`src/rtl/mem_port_arbiter.sv`:
```
// mem_port_arbiter
// Shares one external memory port between instruction fetch (requester 0)
// and the L1 data cache refill/writeback path (requester 1). One line-sized
// burst is granted at a time, round-robin on ties.
//
// Ports:
//   clk, rst                  clock, synchronous active-low reset
//   req_valid/ready/addr/we   per-requester address phase
//   req_wdata/wvalid/wready   per-requester write beats
//   rsp_rdata/rvalid/done     read beats (data broadcast) and completion pulse
//   mem_req_valid/ready, mem_addr, mem_we        memory address phase
//   mem_wdata/wvalid/wready, mem_rdata/rvalid    memory data beats
//   mem_wack                  memory write completion
//   busy, grant               activity flag, current/last granted requester
//
// state | meaning
// IDLE  | no transaction; arbitrate among req_valid
// ADDR  | address phase offered to memory for the granted requester
// WDATA | forwarding BEATS write beats
// WACK  | waiting for memory write completion
// RDATA | forwarding BEATS read beats
module mem_port_arbiter #(
   parameter int ADDR_W = 32,
   parameter int DATA_W = 32,
   parameter int BEATS  = 4
) (
   input  logic                   clk,
   input  logic                   rst,
   input  logic [1:0]             req_valid,
   output logic [1:0]             req_ready,
   input  logic [1:0][ADDR_W-1:0] req_addr,
   input  logic [1:0]             req_we,
   input  logic [1:0][DATA_W-1:0] req_wdata,
   input  logic [1:0]             req_wvalid,
   output logic [1:0]             req_wready,
   output logic [DATA_W-1:0]      rsp_rdata,
   output logic [1:0]             rsp_rvalid,
   output logic [1:0]             rsp_done,
   output logic                   mem_req_valid,
   input  logic                   mem_req_ready,
   output logic [ADDR_W-1:0]      mem_addr,
   output logic                   mem_we,
   output logic [DATA_W-1:0]      mem_wdata,
   output logic                   mem_wvalid,
   input  logic                   mem_wready,
   input  logic [DATA_W-1:0]      mem_rdata,
   input  logic                   mem_rvalid,
   input  logic                   mem_wack,
   output logic                   busy,
   output logic                   grant
);

   localparam int CNT_W = $clog2(BEATS + 1);
   localparam logic [CNT_W-1:0] LAST_BEAT = CNT_W'(BEATS - 1);

   typedef enum logic [2:0] {IDLE, ADDR, WDATA, WACK, RDATA} state_t;

   state_t           state_q, state_d;
   logic             grant_q, grant_d;
   logic             rr_q, rr_d;
   logic [CNT_W-1:0] cnt_q, cnt_d;
   logic             wdone_q, wdone_d;
   logic [1:0]       gsel;

   assign gsel  = grant_q ? 2'b10 : 2'b01;
   assign grant = grant_q;
   assign busy  = (state_q != IDLE);

   always_ff @(posedge clk) begin
      if (!rst) begin
         state_q <= IDLE;
         grant_q <= 1'b0;
         rr_q    <= 1'b1;
         cnt_q   <= '0;
         wdone_q <= 1'b0;
      end else begin
         state_q <= state_d;
         grant_q <= grant_d;
         rr_q    <= rr_d;
         cnt_q   <= cnt_d;
         wdone_q <= wdone_d;
      end
   end

   always_comb begin
      state_d       = state_q;
      grant_d       = grant_q;
      rr_d          = rr_q;
      cnt_d         = cnt_q;
      wdone_d       = 1'b0;
      req_ready     = 2'b00;
      req_wready    = 2'b00;
      rsp_rdata     = '0;
      rsp_rvalid    = 2'b00;
      mem_req_valid = 1'b0;
      mem_addr      = '0;
      mem_we        = 1'b0;
      mem_wdata     = '0;
      mem_wvalid    = 1'b0;
      // Write completion is registered, so its pulse lands in the IDLE cycle
      // that follows mem_wack; grant_q still names the finished requester.
      rsp_done      = wdone_q ? gsel : 2'b00;

      case (state_q)
         IDLE: begin
            if (req_valid == 2'b11) begin
               grant_d = ~rr_q;
               state_d = ADDR;
            end else if (req_valid[0]) begin
               grant_d = 1'b0;
               state_d = ADDR;
            end else if (req_valid[1]) begin
               grant_d = 1'b1;
               state_d = ADDR;
            end
         end
         ADDR: begin
            mem_req_valid = req_valid[grant_q];
            mem_addr      = req_addr[grant_q];
            mem_we        = req_we[grant_q];
            req_ready     = gsel & {2{mem_req_ready}};
            if (!req_valid[grant_q]) begin
               // requester withdrew before acceptance; pointer untouched
               state_d = IDLE;
            end else if (mem_req_ready) begin
               cnt_d   = '0;
               state_d = req_we[grant_q] ? WDATA : RDATA;
            end
         end
         WDATA: begin
            mem_wdata  = req_wdata[grant_q];
            mem_wvalid = req_wvalid[grant_q];
            req_wready = gsel & {2{mem_wready}};
            if (req_wvalid[grant_q] && mem_wready) begin
               cnt_d = cnt_q + CNT_W'(1);
               if (cnt_q == LAST_BEAT) state_d = WACK;
            end
         end
         WACK: begin
            if (mem_wack) begin
               wdone_d = 1'b1;
               rr_d    = grant_q;
               state_d = IDLE;
            end
         end
         RDATA: begin
            rsp_rdata  = mem_rdata;
            rsp_rvalid = gsel & {2{mem_rvalid}};
            if (mem_rvalid) begin
               cnt_d = cnt_q + CNT_W'(1);
               if (cnt_q == LAST_BEAT) begin
                  rsp_done = gsel;
                  rr_d     = grant_q;
                  state_d  = IDLE;
               end
            end
         end
         default: state_d = IDLE;
      endcase
   end

endmodule

```
`config.mk`:
```
export PLATFORM = sky130hd
export DESIGN_NAME = mem_port_arbiter
export DESIGN_NICKNAME = d
export VERILOG_FILES = /design/src/rtl/mem_port_arbiter.sv
export SDC_FILE = /design/constraint.sdc
export NUM_CORES = 1
export LEC_CHECK = 0
export CAP_MARGIN = 0
export CORE_AREA = 2 2 109 111
export DETAILED_ROUTE_END_ITERATION = 12
export DIE_AREA = 0 0 111 113
export HOLD_SLACK_MARGIN = 0.02
export PLACE_DENSITY = 0.73
export SKIP_CTS_REPAIR_TIMING = 1
export SLEW_MARGIN = 5
export SYNTH_ARGS = -nofsm -noshare
export SYNTH_HDL_FRONTEND = slang
export SYNTH_SLANG_ARGS = --single-unit
```
`constraint.sdc`:
```
create_clock -name clk -period 1.6 [get_ports clk]
set_input_delay 0.32 -clock clk [delete_from_list [all_inputs] [get_ports clk]]
set_output_delay 0.32 -clock clk [all_outputs]
set_load 0.02 [all_outputs]
```
==> impl_summary.md, run 1 <==
Routing
The count of unresolved DRC violations after routing is 0. The wire length per cell after detailed routing is between 15 and 20 um. The per-cell via count in the routed design is 4.33.

For this run, the detailed router's first-pass iteration total came to 4. The total detailed-routing wirelength is approximately 11,000 um. The first-iteration detailed-routing DRC count is 95. The total via count after detailed routing is 3,101. Once detail routing completed, the nets flagged for antenna violations numbered 0.

Placed design
The wire-length estimate of the detail-placed layout is 9000 um. The count of input and output buffers is 280. The final weighted congestion in routability-driven placement is slightly above 0.8. After detailed placement, the design holds a cell count of 697.

Floorplan
The die area is about 13,000 um^2. The floorplan step set the die height to 113 um. The count of pins on the block boundary is 281. The core region is 11,300 um^2.

The die is 111 um wide. The row count is 39. The starting utilization of the core area is 0.163.

Synth
Of the synthesized area, sequential elements account for 0.0980. The number of library cell types mapped by synthesis is 38. The number of synthesis warnings is 0. In this run, synthesis produced a sequential element count of 9.

In the synthesized netlist, the number of instances is 260. The net count of the mapped netlist is 434. Summing every instance area after synthesis gives roughly 1800 um^2. Each instance of the synthesized netlist takes up on average 7.07 um^2.

STA
The worst-case setup margin in the final layout is -242 ps. Setup repair after global routing could not meet its margin everywhere. Based on the critical path, the design can be clocked at up to 543 MHz. Setup violations remaining at the end of the flow were counted as 115. The clock skew after layout is 2.51 ps. The final critical path time including I/O delays and setup is 1840 ps.

The tightest hold margin is just under 500 ps. The number of hold violations in the final report is 0. The final-report max-slew violation count was 0. In the finished design, the share of the clock period the worst path needs comes to 1.15. For the pin with the worst max-slew slack, the measured transition is 339 ps. Headroom to the max-slew limit came out at 0.772.

Clock network
In this run the deepest clock path goes through 2 buffers. The cell at the root of the clock tree is clkbuf_16. TritonCTS built the clock tree. The clock-pin slew on the worst setup and hold paths is 40 ps. Counting the buffers created by CTS gives 3.

The depth of the CTS H-tree is 1. For this design, the sink count on the clock tree is 9. The clock latency reported for the late side of the worst-skew pair is 230 ps.

Power
In this run the static leakage power is 0.00239 uW. VDD sags by at most 715 uV. After layout, the design draws a total of 4590 uW. Dividing total power by cell area gives a power density of 793 nW/um^2.

Setup path
The nature of the critical path endpoint is an output port. The setup slack on the worst flop-to-flop path is -210 ps. Data on the critical path is required at its endpoint by ~1300 ps. The element type at the critical path start is a register.

Data arrives at the worst endpoint at between 1500 and 2000 ps. Of all nets on the critical path, the largest fanout is 8. The category of the critical setup timing path is register to output port.

Run
The tool flagged a number of max-cap violations equal to 0.

Global route
The via count of the first global-routing pass is around 3.2k. In the global route stage, overall resource usage came out at 0.154. The first global-routing pass estimated 15,900 um of wire. The initial antenna violation count was 0.

The total global routing overflow is 0. The maximum number of pins on one net before global-route repair is 37.

Layout
Leaving out fill and tap cells, the most frequent cell in the layout is clkdlybuf4s50_1. 0 antenna diodes ended up in the layout. The share of cells above drive strength 1 is 0.429. In the final design database the tool counted ~750 nets.

Compared with the post-synthesis result, the final layout area differs by 215%. The top cell types in the final layout, fill and taps aside, are 170 x clkdlybuf4s50_1, 74 x buf_6, 69 x buf_4, 65 x mux2i_1, 32 x nor2_4. The number of filler cells placed in the layout is 1,040. The final cell count without fillers is 716.

Worst hold path
The tightest min-delay check is of the register to register type.

Run status
The final reports fail on negative setup slack. The flow ran to the end, but the final reports show violations.
## logic make-up (layout without fill, tap and decap cells)
group,count (synthesis),after routing,share of synthesized area
flops,9,9,0.0980
fa+ha+maj,2,2,0.0136
buf+inv,29,341,0.0708
mux,69,69,0.376
simple gates,134,135,0.356
compound gates,17,17,0.0858
## final cells by class
cell class / instances / area (um^2) / area share
Inverter: 6 / 22.5 / 0.00389
Timing Repair Buffer: 331 / 3380 / 0.583
Sequential cell: 9 / 190 / 0.0329
Tap cell: 143 / 179 / 0.0309
Clock buffer: 4 / 78.8 / 0.0136
Multi-Input combinational cell: 223 / 1940 / 0.335
## metrics by stage
step / utilization / setup WS (ps) / setup TNS [ps] / area (um^2)
floorplan: - / -139 / -4730 / 2170
global placement: 0.473 / -539 / -45950 / 5330
detailed placement: 0.473 / -526 / -47980 / 5330
CTS: 0.480 / -751 / -74300 / 5410
global route: 0.513 / -294 / -27760 / 5790
finish: 0.513 / -242 / -22590 / 5790
## layer usage
layer / up-vias / part of all wire / GRT usage
li1: 1517 / - / -
met1: 1433 / 0.36 / 0.155
met2: 143 / 0.57 / 0.325
met3: 8 / 0.062 / 0.0279
met4: 0 / 0.0081 / 0.0308
met5: - / 0 / 0
## synth_stat cells (all sizes together)
cell / n / share of area
a31oi: 1 / 0.0034
clkbuf: 7 / 0.014
o311a: 1 / 0.0054
nor2b: 2 / 0.0068
or3b: 3 / 0.014
and2: 32 / 0.11
nor3b: 1 / 0.0068
dfxtp: 9 / 0.098
nor3: 5 / 0.014
mux2i: 69 / 0.38
nand3b: 1 / 0.0041
nor2: 75 / 0.15
inv: 6 / 0.012
nor4: 1 / 0.0068
or4: 1 / 0.0041
nand4bb: 1 / 0.0061
o21ba: 1 / 0.0054
a32o: 1 / 0.0054
o21ai: 2 / 0.0054
o32a: 1 / 0.012
buf: 16 / 0.044
a221o: 2 / 0.011
o22ai: 1 / 0.0034
a221oi: 1 / 0.0048
ha: 2 / 0.014
a32oi: 1 / 0.0048
a21boi: 3 / 0.014
nand2: 8 / 0.016
o311ai: 1 / 0.0048
nand3: 3 / 0.0082
and4bb: 1 / 0.0068
a41o: 1 / 0.0054
## worst paths after layout
check | start | endpoint | cells past startpoint
worst max-delay path | state_q[1] | mem_addr[2] | 4
worst min-delay path | cnt_q[2] | cnt_q[2] | 2
worst max register to register | state_q[2] | state_q[1] | 7
worst min register to register | cnt_q[2] | cnt_q[2] | 2
## power breakdown
part | internal (uW) | switching, uW
sequential | 256 | 28.7
combinational | 2050 | 1800
clock | 333 | 111
## critical path, cell delays in order (launching register included)
cell and delay [ps]:
dfxtp_2 330, or3b_4 520, clkbuf_16 230, nor2_4 80
buf_6 120
## sequential cells by signal, indices dropped and copies added, names as in the netlist
name and count:
cnt_q 3, grant 1, rr_q 1, state_q 3
wdone_q 1
Note: power is estimated with default switching activity, not from simulation.
==> run 2: changes to the inputs <==
--- a/config.mk
+++ b/config.mk
@@ -5,12 +5,14 @@
 export SDC_FILE = /design/constraint.sdc
 export NUM_CORES = 1
 export LEC_CHECK = 0
+export ABC_CLOCK_PERIOD_IN_PS = 1600
 export CAP_MARGIN = 0
 export CORE_AREA = 2 2 109 111
 export DETAILED_ROUTE_END_ITERATION = 12
 export DIE_AREA = 0 0 111 113
 export HOLD_SLACK_MARGIN = 0.02
 export PLACE_DENSITY = 0.73
+export SETUP_SLACK_MARGIN = 0.2
 export SKIP_CTS_REPAIR_TIMING = 1
 export SLEW_MARGIN = 5
 export SYNTH_ARGS = -nofsm -noshare
==> run 2 against run 1 <==
Net effect: the flow still finishes with violations (negative setup slack); critical path depth is the same; non-clock buffer count rose by 3; sequential share of layout area is 0.21 points lower; power fell by 0.87%; largest power group unchanged; highest routed layer unchanged.
==> impl_summary.md, run 2 (synthesized netlist as in run 1, its figures left out) <==
Routing
The post-detailed-route count of antenna-violating nets is 0. In the routed design, unresolved DRC markers number 0. The total via count after detailed routing is approximately 3.1k.

Before antenna repair, the detailed router went through 4 iterations. The wire length per cell after detailed routing is ~15 um. The first-iteration detailed-routing DRC count is 85.

Summed over all layers, the routed wires come to 11,000 um. The per-cell via count in the routed design is around 4.4.

Global route
The first global-routing pass estimated 16,400 um of wire. The initial antenna violation count is 0. The maximum number of pins on one net before global-route repair is 33. The via count of the first global-routing pass is ~3.3k.

The total global routing overflow is 0. In the global route stage, overall resource usage came out at 0.156.

Setup path
The largest stage delay on the critical path is 480 ps. The worst register-to-register path ends at state_q[1]. The worst register-to-register path has a depth of 7. The element type at the critical path start is a register. Traced cell by cell, the critical path runs through or3b_4, clkbuf_16, nor2_2, buf_4.

The worst setup path is of the register to output port kind. The worst register-to-register path begins at state_q[2]. The end point of the critical path is mem_wdata[0]. The setup slack on the worst flop-to-flop path is -250 ps. Data arrives at the worst endpoint at roughly 1600 ps.

Data on the critical path is required at its endpoint by 1280 ps. The slowest stage of the critical path is the or3b_4 cell. The launch point of the worst path is state_q[2]. Along the worst path, the maximum fanout reaches 8.

STA classifies the critical path endpoint as an output port.

Layout
The largest registers in the layout are cnt_q (3), state_q (3). In the final layout, the share of cells above drive strength 1 is 0.518. The number of filler cells placed in the layout is 1,037. The most common cell after layout, fill and taps aside is clkdlybuf4s50_1.

The growth of design area from synthesis to finish is 236%. The net count of the finished layout is 750. The top cell types in the final layout, fill and taps aside, are 170 x clkdlybuf4s50_1, 91 x buf_6, 68 x nor2_4, 66 x mux2i_1, 37 x buf_4. 0 antenna diodes ended up in the layout.

STA
The maximum clock frequency is 533 MHz. The transition at the pin with the smallest max-transition slack is 353 ps. Clock skew on the completed layout was measured at 3.75 ps. The number of hold violations in the final report is 0. The final-report max-slew violation count is 0. Setup repair after global routing could not meet its margin everywhere. The number of setup violations in the final report is 111.

The final total negative setup slack is -23,120 ps. The worst path in the final design needs a cycle of 1880 ps, including I/O delays and setup. The headroom to the max-slew limit is 0.758. The worst-case setup margin in the final layout is -277 ps. Of the available clock period, the critical path in the final layout requires 1.17.

Clock network
The clock buffer count from CTS is 3. The root buffer cell chosen for the clock tree is clkbuf_16. In this run the deepest clock path goes through 2 buffers. The TritonCTS clock tree is yes. In this run the number of H-tree levels came out at 1. After clock tree synthesis, the clock-pin slew on the worst setup and hold paths is approximately 40 ps. The number of clock sinks seen by CTS is 9. At the later pin of the worst-skew pair, clock insertion delay measures 240 ps.

Floorplan
The core region area is around 11,000 um^2. 281 I/O pins were placed. The floorplan step defined a die boundary enclosing roughly 13,000 um^2.

The overall die width is about 110 um. The die is 113 um tall. The row count is 39. The starting utilization of the core area is 0.163.

Power
The combinational power share is 0.836. The share of total power dissipated in sequential elements is 0.064. The internal power contribution is 2490 uW. Power comes to 4550 uW. The largest voltage drop on the vdd net is 533 uV. The analysis attributes to cell leakage a power of 0.00244 uW. Of the total power, the share spent switching nets is 0.452. Of the total power, the clock network draws 0.100. The switching power total is 2060 uW. For this design the ratio of total power to cell area is 736 nW/um^2.

Placed design
The count of input and output buffers is 280. The congestion estimate from routability-driven global placement came to 0.813. The detailed placement HPWL is 8880 um.

Worst hold path
The startpoint of the most critical hold path is cnt_q[2]. The classification of the worst-slack hold path is register to register.

Run
The number of max-capacitance violations reported is 0.

Run status
The run finished, with violations left. The checks that failed: negative setup slack.
==> run 2: changes by cell type in the layout (fill, tap and decap cells not counted), sizes merged <==
cell,before,now
clkbuf,9,27
buf,153,140
dlymetal6s2s,3,1
clkinvlp,0,1
inv,6,5
or3b,4,3
==> run 2: cell type report <==
type                            instances  area, um^2  area share
Clock buffer                            4        78.8      0.0128
Inverter                                6        26.3     0.00425
Multi-Input combinational cell        222        2290       0.370
Sequential cell                         9         190      0.0308
Tap cell                              143         179      0.0289
Timing Repair Buffer                  334        3420       0.553
==> run 2: metal layers <==
layer | vias up | GRT usage | wire (um)
li1 | 1525 | - | -
met1 | 1448 | 0.165 | 3950
met2 | 151 | 0.308 | 6080
met3 | 18 | 0.0380 | 707
met4 | 0 | 0.0408 | 239
met5 | - | 0 | 0
==> run 2: worst min-delay path by stage <==
stage	to	slack [ps]	depth (start not counted)
after floorplan	wdone_q	430	2
after global placement	cnt_q[2]	460	2
after detailed placement	cnt_q[2]	470	2
after CTS	cnt_q[2]	480	2
after global routing	cnt_q[2]	500	2
final	cnt_q[2]	480	2
==> run 2: critical path, delay by kind of cell (launching register included) <==
kind	cells	cell delay (ps)
and+or+nand+nor	2	580
buffers and inverters	2	360
DFF	1	360
==> run 2: power by group through the flow <==
stage	clock network, uW	registers, uW	logic [uW]
3_5_place_dp	0	288	3570
4_1_cts	455	286	3590
3_3_place_gp	0	287	3520
6_report	454	292	3800
5_1_grt	470	294	4020
2_1_floorplan	0	273	2210
==> run 2: through the flow <==
stage               setup slack (ps)  std cells  area, um^2  utilization  hold WS [ps]
floorplan                      -87.6        260        2650            -           434
global placement                -564        702        5730        0.508           458
detailed placement              -548        702        5730        0.508           475
CTS                             -790        706        5810        0.515           480
global route                    -319        718        6180        0.548           502
finish                          -277        718        6180        0.548           475
==> run 3: changes to the inputs <==
--- a/config.mk
+++ b/config.mk
@@ -5,12 +5,13 @@
 export SDC_FILE = /design/constraint.sdc
 export NUM_CORES = 1
 export LEC_CHECK = 0
-export ABC_CLOCK_PERIOD_IN_PS = 1600
+export ABC_CLOCK_PERIOD_IN_PS = 1700
 export CAP_MARGIN = 0
 export CORE_AREA = 2 2 109 111
 export DETAILED_ROUTE_END_ITERATION = 12
 export DIE_AREA = 0 0 111 113
 export HOLD_SLACK_MARGIN = 0.02
+export MAX_ROUTING_LAYER = met4
 export PLACE_DENSITY = 0.73
 export SETUP_SLACK_MARGIN = 0.2
 export SKIP_CTS_REPAIR_TIMING = 1
==> constraint.sdc (replaced) <==
create_clock -name clk -period 1.7 [get_ports clk]
set_input_delay 0.34 -clock clk [delete_from_list [all_inputs] [get_ports clk]]
set_output_delay 0.34 -clock clk [all_outputs]
set_load 0.02 [all_outputs]
==> run 3 against run 2 <==
Net effect: first-iteration DRC count rose by 12%; sequential share of layout area grew 0.17 points; largest power group unchanged; highest routed layer unchanged; global-route usage up 1.3 points; the flow still finishes with violations (negative setup slack); largest cell class unchanged; critical endpoint is now mem_wdata[26]; critical path depth up 1; cell count up 0.42%; core utilization fell by 2.9 points; register-to-register slack gained 30 ps; clock power is 5.5% lower; hold slack better by 9.9 ps; cell area down 5.2%.
==> impl_summary.md, run 3 (synthesized netlist as in run 1, its figures left out) <==
Clock network
The clock-pin slew on the worst setup and hold paths is approximately 40 ps. The maximum root-to-sink buffer count is 2. The clock latency reported for the late side of the worst-skew pair is 240 ps. TritonCTS built the clock tree. The clock buffer count from CTS is 3. The depth of the CTS H-tree is 1. The cell at the root of the clock tree is clkbuf_16. The number of clock sinks seen by CTS is 9.

STA
The number of hold violations in the final report came to 0. The maximum clock frequency is about 520 MHz. At the pin with the least slew margin, the transition time is around 320 ps. The number of setup violations in the final report is 111. The tightest hold path in the finished design has a slack of 485 ps.

The clock arrives with approximately 1.9 ps of skew. The final-report max-slew violation count was 0. Of the available clock period, the critical path in the final layout requires 1.13. Setup repair after global routing could not meet its margin everywhere. The final critical path time including I/O delays and setup is 1930 ps. The worst-case setup margin in the final layout is -226 ps. The headroom to the max-slew limit is 0.783. Adding up every negative setup slack in the final design gives -15,280 ps.

Setup path
For the worst setup path, the data arrival time is 1590 ps. The cell occurring most often along the worst timing path is buf_4. The critical path is of the register to output port type. The largest stage delay on the critical path is 470 ps.

On the critical path, the stage with the largest delay is an instance of or3b_4. The element type at the critical path start is a register. Traced cell by cell, the critical path runs through or3b_4, buf_4, buf_12, nor2_4, buf_4.

The worst setup path is captured at an output port. The worst path required time is 1360 ps. Of all nets on the critical path, the largest fanout is 7.

Floorplan
The count of pins on the block boundary is 281. The die area is 12,500 um^2. After floorplanning, the core was sized to cover 11,300 um^2.

The overall die width is 111 um. The row count is 39. The initial utilization of the core area, before any placement, comes to 0.163. The die height is 113 um.

Routing
The total detailed-routing wirelength is 11,000 um. The wire length per cell after detailed routing is 15.3 um. The total via count after detailed routing is 3,114. The first-pass detailed-route iteration total is 4. The per-cell via count in the routed design is ~4.3. In the routed design, unresolved DRC markers number 0. The post-detailed-route count of antenna-violating nets is 0. The first routing iteration left 95 violations.

Layout
At the end of the flow the core is filled with cells to 0.520. In the final layout, the multi-input gates occupy 2160 um^2. The repair_antennas step left the layout with diodes totalling 0. The largest registers in the layout are cnt_q (3), state_q (3). In the final layout, the share of cells above drive strength 1 is 0.465. The net count of the finished layout is 753.

From synthesis to final layout, the design area changed by 219%. In the layout the commonest cells are 170 x clkdlybuf4s50_1, 71 x buf_4, 66 x nor2_4, 64 x mux2i_1, 51 x buf_6. The number of filler cells placed in the layout is ~1.0k. Registers take 190 um^2. The library cell used most frequently in the layout, excluding fill and tap cells, is clkdlybuf4s50_1.

Global route
The initial antenna violation count is 0. The total overflow left after global routing is 0. The total routing resource utilization after global routing is 0.169. The maximum number of pins on one net before global-route repair is 28. The first global-routing pass estimated 16,500 um of wire. The via count of the first global-routing pass was ~3.3k.

Placed design
Routability-driven placement finished with a final weighted congestion of around 0.84. In this run the tool buffered the top-level ports with 280 buffer cells. Detailed placement finished with a half-perimeter wire length of 9590 um.

Before CTS, the worst setup slack after placement is -455 ps.

Power
Power comes to ~4200 uW. Power spread over the standard cell area amounts to 714 nW/um^2. The cell leakage power is roughly 0.0024 uW.

The largest voltage drop on the vdd net is 386 uV.

Run
The number of max-capacitance violations reported is 0.

Run status
The flow ran to the end, but the final reports show violations. The checks that failed: negative setup slack.

Worst hold path
The classification of the worst-slack hold path is register to register.
[run 3: cell count changes in the layout (fill, tap and decap cells not counted), sizes merged]
cell / before / now
buf: 140 / 144
clkbuf: 27 / 26
clkinvlp: 1 / 0
inv: 5 / 6
[run 3: path summary, 6_finish.rpt]
path / start / endpoint / slack (ps) / cells after the start
setup / recovery: state_q[1] / mem_wdata[26] / -230 / 5
hold / removal: cnt_q[2] / cnt_q[2] / 490 / 2
setup reg to reg: state_q[1] / state_q[1] / -220 / 6
hold reg to reg: cnt_q[2] / cnt_q[2] / 490 / 2
[run 3: cell type report]
type	instances	area share
inverter	6	0.00384
multi-input combinational	222	0.369
timing repair buffer	337	0.550
sequential	9	0.0325
clock buffer	4	0.0135
tap	143	0.0305
[run 3: layer usage]
| layer | part of all wire | vias to the layer above | global-route usage |
|---|---|---|---|
| met5 | 0 | - | - |
| li1 | - | 1527 | - |
| met1 | 0.35 | 1413 | 0.164 |
| met3 | 0.069 | 10 | 0.0332 |
| met2 | 0.57 | 164 | 0.342 |
| met4 | 0.015 | 0 | 0.0408 |
[run 3: stage by stage]
step	cells	area [um^2]
4_1_cts	711	5780
5_1_grt	721	5860
3_3_place_gp	707	5700
3_5_place_dp	707	5700
6_report	721	5860
2_1_floorplan	260	2440
[run 3: worst max-delay path: cells and delay by family (launching register included)]
family,cells,cell delay (ps)
simple gates,2,540
buf+inv,3,460
flops,1,340
[run 3: report_power, final]
group	leakage (uW)	switching (uW)	internal, uW	total (uW)
Sequential	0.0000753	30.5	241	272
Clock	0.0000382	114	315	429
Combinational	0.00224	1750	1730	3480
